<file path="src/rtl/proto_pkg.sv">
// proto_pkg: tokens, error codes and parser states shared by the UART command parser
package proto_pkg;

    localparam logic [7:0] TOK_W     = 8'h77;
    localparam logic [7:0] TOK_L     = 8'h6C;
    localparam logic [7:0] TOK_C     = 8'h63;
    localparam logic [7:0] TOK_R     = 8'h72;
    localparam logic [7:0] TOK_B     = 8'h62;
    localparam logic [7:0] TOK_OPEN  = 8'h7B;
    localparam logic [7:0] TOK_CLOSE = 8'h7D;
    localparam logic [7:0] TOK_LF    = 8'h0A;
    localparam logic [7:0] TOK_0     = 8'h30;
    localparam logic [7:0] TOK_7     = 8'h37;

    localparam logic [2:0] ERR_WIDTH    = 3'd1;
    localparam logic [2:0] ERR_LENGTH   = 3'd2;
    localparam logic [2:0] ERR_COLOR    = 3'd3;
    localparam logic [2:0] ERR_MOVE     = 3'd4;
    localparam logic [2:0] ERR_OVERFLOW = 3'd5;
    localparam logic [2:0] ERR_TIMEOUT  = 3'd6;

    typedef enum logic [2:0] {
        HUNT_W,
        W_ARG,
        HUNT_L,
        L_ARG,
        HUNT_C,
        C_ARG,
        WAIT_OC,
        OPP_MOVES
    } state_t;

    // Header-hunt state that an aborted argument state falls back to
    function automatic state_t hunt_of(state_t s);
        return s == C_ARG ? HUNT_C : s == L_ARG ? HUNT_L : HUNT_W;
    endfunction

    // Board dimensions are legal from 1 up to and including the maximum
    function automatic logic in_range(logic [7:0] v, logic [7:0] max);
        return v != 8'd0 && v <= max;
    endfunction

endpackage

</file>
<file path="src/rtl/proto_move_fifo.sv">
// proto_move_fifo: synchronous FIFO for opponent moves; a push on a full FIFO is taken only alongside a pop
module proto_move_fifo #(
    parameter int DEPTH = 4,
    parameter int W     = 8
) (
    input  logic                     clk,
    input  logic                     rst_n,
    input  logic                     push,
    input  logic                     pop,
    input  logic [W-1:0]             din,
    output logic [W-1:0]             dout,
    output logic                     full,
    output logic                     empty,
    output logic [$clog2(DEPTH):0]   level
);

    localparam int AW = $clog2(DEPTH);

    logic [W-1:0]  mem [DEPTH];
    logic [AW-1:0] rd_ptr;
    logic [AW-1:0] wr_ptr;
    logic          do_pop;
    logic          do_push;

    assign empty   = level == '0;
    assign full    = level == (AW+1)'(DEPTH);
    assign do_pop  = pop && !empty;
    assign do_push = push && (!full || do_pop);
    assign dout    = empty ? '0 : mem[rd_ptr];

    // Storage array; no reset needed because the head is masked while empty
    always_ff @(posedge clk) begin
        if (do_push) mem[wr_ptr] <= din;
    end

    // Pointers wrap naturally because DEPTH is a power of two
    always_ff @(posedge clk or negedge rst_n) begin
        if (!rst_n) begin
            rd_ptr <= '0;
            wr_ptr <= '0;
            level  <= '0;
        end else begin
            if (do_push) wr_ptr <= wr_ptr + 1'b1;
            if (do_pop) rd_ptr <= rd_ptr + 1'b1;
            level <= level + (AW+1)'(do_push) - (AW+1)'(do_pop);
        end
    end

endmodule

</file>
<file path="src/rtl/proto_rx_parser.sv">
// proto_rx_parser: decodes the UART command stream into board setup, turn pulses and a move FIFO
module proto_rx_parser
    import proto_pkg::*;
#(
    parameter logic [7:0] MAX_WIDTH   = 8'd16,
    parameter logic [7:0] MAX_LENGTH  = 8'd24,
    parameter int         FIFO_DEPTH  = 4,
    parameter int         TIMEOUT_CYC = 0
) (
    input  logic                          clk,
    input  logic                          rst_n,
    input  logic                          RxD_ready,
    input  logic [7:0]                    RxD_data,
    output logic [7:0]                    width,
    output logic                          width_valid,
    output logic [7:0]                    length,
    output logic                          length_valid,
    output logic                          red,
    output logic                          blue,
    output logic                          color_valid,
    output logic                          opp_start,
    output logic                          me_start,
    output logic [7:0]                    mv_data,
    output logic                          mv_valid,
    input  logic                          mv_ready,
    output logic [$clog2(FIFO_DEPTH):0]   mv_level,
    output logic                          err_valid,
    output logic [2:0]                    err_code
);

    localparam logic [31:0] TO = 32'(TIMEOUT_CYC);

    state_t      state;
    logic [31:0] tcnt;
    logic        byte_in;
    logic        in_arg;
    logic        is_move;
    logic        push;
    logic        pop;
    logic        full;
    logic        empty;
    logic        overflow;
    logic        tmo;

    assign byte_in  = RxD_ready && RxD_data != TOK_LF;
    assign in_arg   = state inside {W_ARG, L_ARG, C_ARG};
    assign is_move  = RxD_data >= TOK_0 && RxD_data <= TOK_7;
    assign push     = byte_in && state == OPP_MOVES && is_move;
    assign pop      = mv_valid && mv_ready;
    assign overflow = push && full && !pop;
    assign tmo      = TO != '0 && in_arg && !RxD_ready && tcnt == TO - 1;
    assign mv_valid = !empty;

    proto_move_fifo #(
        .DEPTH (FIFO_DEPTH),
        .W     (8)
    ) u_fifo (
        .clk   (clk),
        .rst_n (rst_n),
        .push  (push),
        .pop   (pop),
        .din   (RxD_data),
        .dout  (mv_data),
        .full  (full),
        .empty (empty),
        .level (mv_level)
    );

    // Idle-cycle counter: runs only while waiting for an argument, any received byte restarts it
    always_ff @(posedge clk or negedge rst_n) begin
        if (!rst_n) tcnt <= '0;
        else tcnt <= (TO == '0 || !in_arg || RxD_ready || tmo) ? '0 : tcnt + 1'b1;
    end

    // Command FSM with registered setup fields, turn pulses and error reporting
    always_ff @(posedge clk or negedge rst_n) begin
        if (!rst_n) begin
            state        <= HUNT_W;
            width        <= '0;
            width_valid  <= 1'b0;
            length       <= '0;
            length_valid <= 1'b0;
            red          <= 1'b0;
            blue         <= 1'b0;
            color_valid  <= 1'b0;
            opp_start    <= 1'b0;
            me_start     <= 1'b0;
            err_valid    <= 1'b0;
            err_code     <= '0;
        end else begin
            err_valid <= 1'b0;
            opp_start <= 1'b0;
            me_start  <= 1'b0;
            if (tmo) begin
                err_valid <= 1'b1;
                err_code  <= ERR_TIMEOUT;
                state     <= hunt_of(state);
            end else if (byte_in) begin
                case (state)
                    HUNT_W: if (RxD_data == TOK_W) state <= W_ARG;
                    W_ARG: begin
                        if (in_range(RxD_data, MAX_WIDTH)) begin
                            width       <= RxD_data;
                            width_valid <= 1'b1;
                            state       <= HUNT_L;
                        end else begin
                            err_valid <= 1'b1;
                            err_code  <= ERR_WIDTH;
                            state     <= HUNT_W;
                        end
                    end
                    HUNT_L: if (RxD_data == TOK_L) state <= L_ARG;
                    L_ARG: begin
                        if (in_range(RxD_data, MAX_LENGTH)) begin
                            length       <= RxD_data;
                            length_valid <= 1'b1;
                            state        <= HUNT_C;
                        end else begin
                            err_valid <= 1'b1;
                            err_code  <= ERR_LENGTH;
                            state     <= HUNT_L;
                        end
                    end
                    HUNT_C: if (RxD_data == TOK_C) state <= C_ARG;
                    C_ARG: begin
                        if (RxD_data == TOK_R || RxD_data == TOK_B) begin
                            red         <= RxD_data == TOK_R;
                            blue        <= RxD_data == TOK_B;
                            color_valid <= 1'b1;
                            state       <= WAIT_OC;
                        end else begin
                            err_valid <= 1'b1;
                            err_code  <= ERR_COLOR;
                            state     <= HUNT_C;
                        end
                    end
                    WAIT_OC: begin
                        if (RxD_data == TOK_OPEN) begin
                            opp_start <= 1'b1;
                            state     <= OPP_MOVES;
                        end
                    end
                    OPP_MOVES: begin
                        if (RxD_data == TOK_CLOSE) begin
                            me_start <= 1'b1;
                            state    <= WAIT_OC;
                        end else if (!is_move) begin
                            err_valid <= 1'b1;
                            err_code  <= ERR_MOVE;
                        end else if (overflow) begin
                            err_valid <= 1'b1;
                            err_code  <= ERR_OVERFLOW;
                        end
                    end
                endcase
            end
        end
    end

endmodule
</file>
<file path="config.mk">
export PLATFORM = sky130hd
export DESIGN_NAME = proto_rx_parser
export DESIGN_NICKNAME = d
export VERILOG_FILES = /design/src/rtl/proto_pkg.sv /design/src/rtl/proto_move_fifo.sv /design/src/rtl/proto_rx_parser.sv
export SDC_FILE = /design/constraint.sdc
export NUM_CORES = 1
export LEC_CHECK = 0
export ABC_AREA = 1
export CAP_MARGIN = 10
export CORE_ASPECT_RATIO = 0.5
export CORE_MARGIN = 1.5
export CORE_UTILIZATION = 45
export CTS_CLUSTER_SIZE = 12
export DETAILED_ROUTE_END_ITERATION = 7
export HOLD_SLACK_MARGIN = 0.02
export PLACE_DENSITY = 0.72
export SLEW_MARGIN = 20
export SYNTH_ARGS = -nofsm -noshare
export SYNTH_HDL_FRONTEND = slang
export SYNTH_SLANG_ARGS = --single-unit
</file>
<file path="constraint.sdc">
create_clock -name clk -period 2.55 [get_ports clk]
set_clock_uncertainty 0.05 [all_clocks]
set_input_delay 0.6375 -clock clk [delete_from_list [all_inputs] [get_ports clk]]
set_output_delay 0.6375 -clock clk [all_outputs]
set_load 0.1 [all_outputs]
</file>
Word-level counts from Yosys, hierarchy flattened
Memories as Yosys holds them, arrays and structs flattened.
Index checks and enable logic that the tools add are counted.
W data, S select, Z words.

storage, ports and cells
  input port bits = 12
  memory bits (writable) = 32
  memories kept = 1
  output and inout port bits = 39
  register bits = 37
  word-level logic and storage cells = 108

cells by class
  equal/unequal tests = 26
  reductions and logical operators = 25
  multiplexer cells = 33
  $lt $le $gt $ge = 4
  $add $sub $neg = 4

memories
  memory      words  width  read ports  clocked after Yosys merged registers in  write ports  line                   RTL
  u_fifo.mem  4      8      1           0                                        1            proto_move_fifo.sv:19  logic [W-1:0] mem [DEPTH];

operators with widths
  kind                   count
  $eq A8 B7 Y1 const B   7
  $mux W3                12
  $pmux W3 S8            1
  $le A8 B5 Y1 const B   2
  $ne A2 B2 Y1 const B   8
  $eq A3 B3 Y1 const B   5
  $mux W1                15
  $pmux W3 S4            1
  $logic_and A1 B1 Y1    11
  $reduce_and A3 Y1      3
  $ge A8 B6 Y1 const B   1
  $le A8 B6 Y1 const B   1
  $mux W8                1
  $ne A8 B4 Y1 const B   1
  $reduce_bool A8 Y1     1
  $reduce_and A7 Y1      1
  $eq A3 B2 Y1 const B   2
  $logic_not A3 Y1       2
  $reduce_and A6 Y1      1
  $add A2 B1 Y2 const B  2
  $mux W2                2
  $pmux W1 S4            1
  $reduce_bool A4 Y1     1
  $add A3 B1 Y3          1
  6 further kinds        9

Depth between registers and ports, before layout
  depth in word-level cells = 11
  depth in mapped cells = 12
  gate-level depth less buffers = 12

By module
Synthesis repeated with hierarchy kept, for this count alone.

second synthesis, totals
  cell total of the unflattened synthesis = 375
  area total of the unflattened synthesis = 3398.3 um^2

by module, submodules not included
  module           cells each  instances  area an instance (um^2)
  proto_move_fifo  179         1          1819.2
  proto_rx_parser  196         1          1579.0

Worst setup path after synthesis
No wires, ideal clock.

  path kind = reg2out
  start point = register u_fifo.level[1]
  end point = output port mv_data[0]
  setup slack = -0.896 ns
  arrival time = 2.758 ns
  stages on the path, launching flop included = 5
  cell sequence = dfrtp_1 > nor2_1 > inv_1 > nor2_2 > a21oi_1

between the ends
  cells in the longest elaborated chain, start to end = 2

ends and longest elaborated chain
  what                      line                   RTL
  start: declaration        proto_move_fifo.sv:14  output logic [$clog2(DEPTH):0] level
  start signal: assignment  proto_move_fifo.sv:45  level <= level + (AW+1)'(do_push) - (AW+1)'(do_pop);
  $logic_not A3 Y1          proto_move_fifo.sv:25  assign empty = level == '0;
  $mux W8                   proto_move_fifo.sv:29  assign dout = empty ? '0 : mem[rd_ptr];
  end: declaration          proto_rx_parser.sv:23  output logic [7:0] mv_data,

Every way passes these cells.

Worst setup path in the final report
  start point = input port RxD_data[5]
  end point = register u_fifo.level[2]

between the ends
  cells in the longest elaborated chain, start to end = 7

ends and longest elaborated chain
  what                                                                  line                   RTL
  start: declaration                                                    proto_rx_parser.sv:13  input logic [7:0] RxD_data,
  parallel branches: the longest is 3 deep, another holds $ge A8 B6 Y1  -
  $logic_and A1 B1 Y1 *                                                 proto_rx_parser.sv:48  assign push = byte_in && state == OPP_MOVES && is_move;
  $logic_and A1 B1 Y1 *                                                 proto_move_fifo.sv:28  assign do_push = push && (!full || do_pop);
  $add A3 B1 Y3 *                                                       proto_move_fifo.sv:45
  $sub A3 B1 Y3 *                                                       proto_move_fifo.sv:45

Every way passes the cells marked *.
A chain may end at the register's enable or synchronous reset.

==> flow_summary.ini <==
[cts]
cts_tree = built
clkSinkCount = 69
clock_path_buffers = 2
clk_pin_slew_ns = 0.06
htreeDepth = 3
cts-buffers-inserted = 9
clock_insertion_delay_worst_skew_ns = 0.33
cts-root-buf = clkbuf_16
cts_hold_buf = 0

[cells_and_area]
nNetsFinal = 443
drive_gt1_share_pct = 30.1
final_cells = 521
diodes = 0
syn_to_final_growth_pct = 39.7

[power]
switchingPower_mw = 2.37
power_frac_comb_pct = 51.1
ir_worst_vdd_mv = 0.659
switching_share_pct = 45.5
p_clk_share_pct = 23.0
powerDensity_nw_per_um2 = 1200
p_seq_share_pct = 25.9
p_leak_nw = 2.03
intPower_mw = 2.84

[grt]
grt.total_usage_pct = 20.7
grt_pass1_wl_um = 11300
grt_max_degree = 28
overflow = 0
grt_pass1_vias = 2319
antenna_found_initial = 0

[worst_setup_path]
arrival_ns = 2.62
worst_setup_path_end_kind = flip-flop
path_class = in2reg
rr_endpoint = u_fifo.level[2]
cp_max_fo = 3
ff2ff_setup_slack_ns = 0.42
reg2reg_from = u_fifo.level[0]
cp-start-kind = input pin
critPathRequiredTime_ns = 2.74
ff2ff_path_depth = 10

[floorplanning]
core_area_um2 = 6700
die_h_um = 61.9
die_area_um2 = 7470
die_w_um = 121
io_pins = 51
start_util_pct = 46.6
num_rows = 21

[detailed_routing]
post_drt_wl_per_cell_um = 13.7
wl_met1_um = 3220
viasPerCell = 4.82
met2_length_um = 3420
antenna_left = 0
num_vias = 2511
topRoutingLayerUsed = met4
drt-initial-drc-count = 173
drt_first_pass_iters = 4
finalWirelength_um = 7110
met3WireLength_um = 346
drc = 0

[yosys]
yosysUniqueCellTypes = 30
synth-seq-cells = 69
syn-cell-area_um2 = 3120
synth.avg_cell_area_um2 = 9.42
ys_seq_area_share_pct = 60.5
synth_top_area_share_pct = 30.8
synth_flop_cell = dfrtp_1
synth_edf_count = 32
synth_commonest_cells = nor2_1, nand2_1, dfrtp_1, inv_1, edfxtp_1
async_reset_ff_share_pct = 53.6
yosysTopAreaCell = edfxtp_1
yosysMostFrequentCell = nor2_1
yosys_warnings = 0
synth_fp_nets = 350
synth.area.top_cells = edfxtp_1, dfrtp_1, nor2_1
synth_cells = 331

[sta]
slew_headroom_pct = 58.4
hold_viol = 0
worstMarginPinSlew_ns = 0.624
min_period_ns = 2.42
slew_viol_final = 0
setup_viol = 0
setup_ws_ns = 0.125
finalCritPeriodShare_pct = 95.1
fmax_ghz = 0.412

[placement]
preCtsSetupSlack_ns = -0.350
gp_congestion = 0.926
port_buffers = 50
place_inst = 504
dp.final_hpwl_um = 5300

[status]
status = complete, no violations

[worst_hold_path]
hp-class = in2async

[job]
drv_cap = 0
logic make-up (layout without fill, tap and decap cells):
family	Yosys count	in the layout	share of synthesized area (%)
buffers and inverters	50	148	6.54
AOI/OAI and AO/OA	41	41	7.26
muxes	1	1	0.361
adders and majority gates	7	7	3.05
xor gates and xnor gates	5	5	1.40
DFF	69	69	60.5
and+or+nand+nor	158	158	20.9
worst max-delay path, stage by stage:
cell and delay [ns]:
clkdlybuf4s50_1 0.43, inv_1 0.09, nand2_1 0.08, nor2_4 0.15, nand2_2 0.09, nand2_4 0.07, nor3_2 0.04, nand2_1 0.09
inv_2 0.06, ha_1 0.20, fa_2 0.34, xnor2_1 0.19, xor2_1 0.15
layout make-up:
class                      instances  area, µm²
fill                             550       2340
sequential                        69       1900
multi-input combinational        212       1080
timing repair buffer              88        807
clock buffer                       9        225
inverter                          44        165
tap                               92        115
clock inverter                     7       65.1
how the worst max path moves through the flow:
stage,startpoint,end,slack (ns),cells after the start
after floorplan,u_fifo.rd_ptr[0],mv_data[0],-0.1,6
after global placement,RxD_data[3],u_fifo.level[2],-0.24,12
after detailed placement,RxD_data[3],u_fifo.level[2],-0.35,12
after CTS,RxD_data[7],u_fifo.level[2],0.006,13
after global routing,RxD_data[7],u_fifo.level[2],-0.003,13
final,RxD_data[5],u_fifo.level[2],0.13,13
what timing repair did:
item | CTS | global route
gates resized for setup | 1 | 6
buffers inserted | 0 | 1
pin swaps | 0 | 4
setup endpoints to repair | 1 | 16
cloned | 0 | 0
stage by stage:
stage	total power [mW]	utilization, %	instance area (µm²)	hold WS, ns	TNS (ns)
2_1_floorplan	3.20	-	3160	0.292	-0.768
3_3_place_gp	4.00	60.3	4040	0.399	-4.25
3_5_place_dp	4.04	60.3	4040	0.405	-5.66
4_1_cts	5.25	64.6	4330	0.292	0
5_1_grt	5.47	65.0	4360	0.316	-0.00258
6_report	5.21	65.0	4360	0.276	0
placed cells by master, fill, tap and decap left out, types with 6 or more instances in the layout:
| master | count |
|---|---|
| buf_4 | 67 |
| dfrtp_1 | 34 |
| buf_12 | 10 |
| inv_1 | 35 |
| edfxtp_1 | 32 |
| nand2_1 | 63 |
| clkdlybuf4s50_1 | 9 |
| o21ai_0 | 23 |
| a21oi_2 | 8 |
| nor2_1 | 64 |
| inv_2 | 8 |
| clkbuf_16 | 9 |
| ha_1 | 6 |
| nand3_1 | 12 |
sequential cells by signal, summed over array words and instances, names as in the netlist:
signal / count
blue: 1
color_valid: 1
err_code: 3
err_valid: 1
length: 8
length_valid: 1
me_start: 1
opp_start: 1
red: 1
state: 3
u_fifo.level: 3
u_fifo.mem: 32
u_fifo.rd_ptr: 2
u_fifo.wr_ptr: 2
width: 8
width_valid: 1
power groups by stage:
stage               Sequential [mW]  Clock, mW  Combinational [mW]
finish                         1.35       1.20                2.66
global route                   1.37       1.28                2.82
CTS                            1.35       1.22                2.68
detailed placement             1.37          0                2.67
global placement               1.37          0                2.63
floorplan                      1.75          0                1.45
layer usage:
metal	up-vias	global-route usage, %
met5	-	0
met4	0	7.56
met3	11	5.57
met2	68	34.8
met1	1178	26.8
li1	1254	-
(Power assumes the default switching activity.)
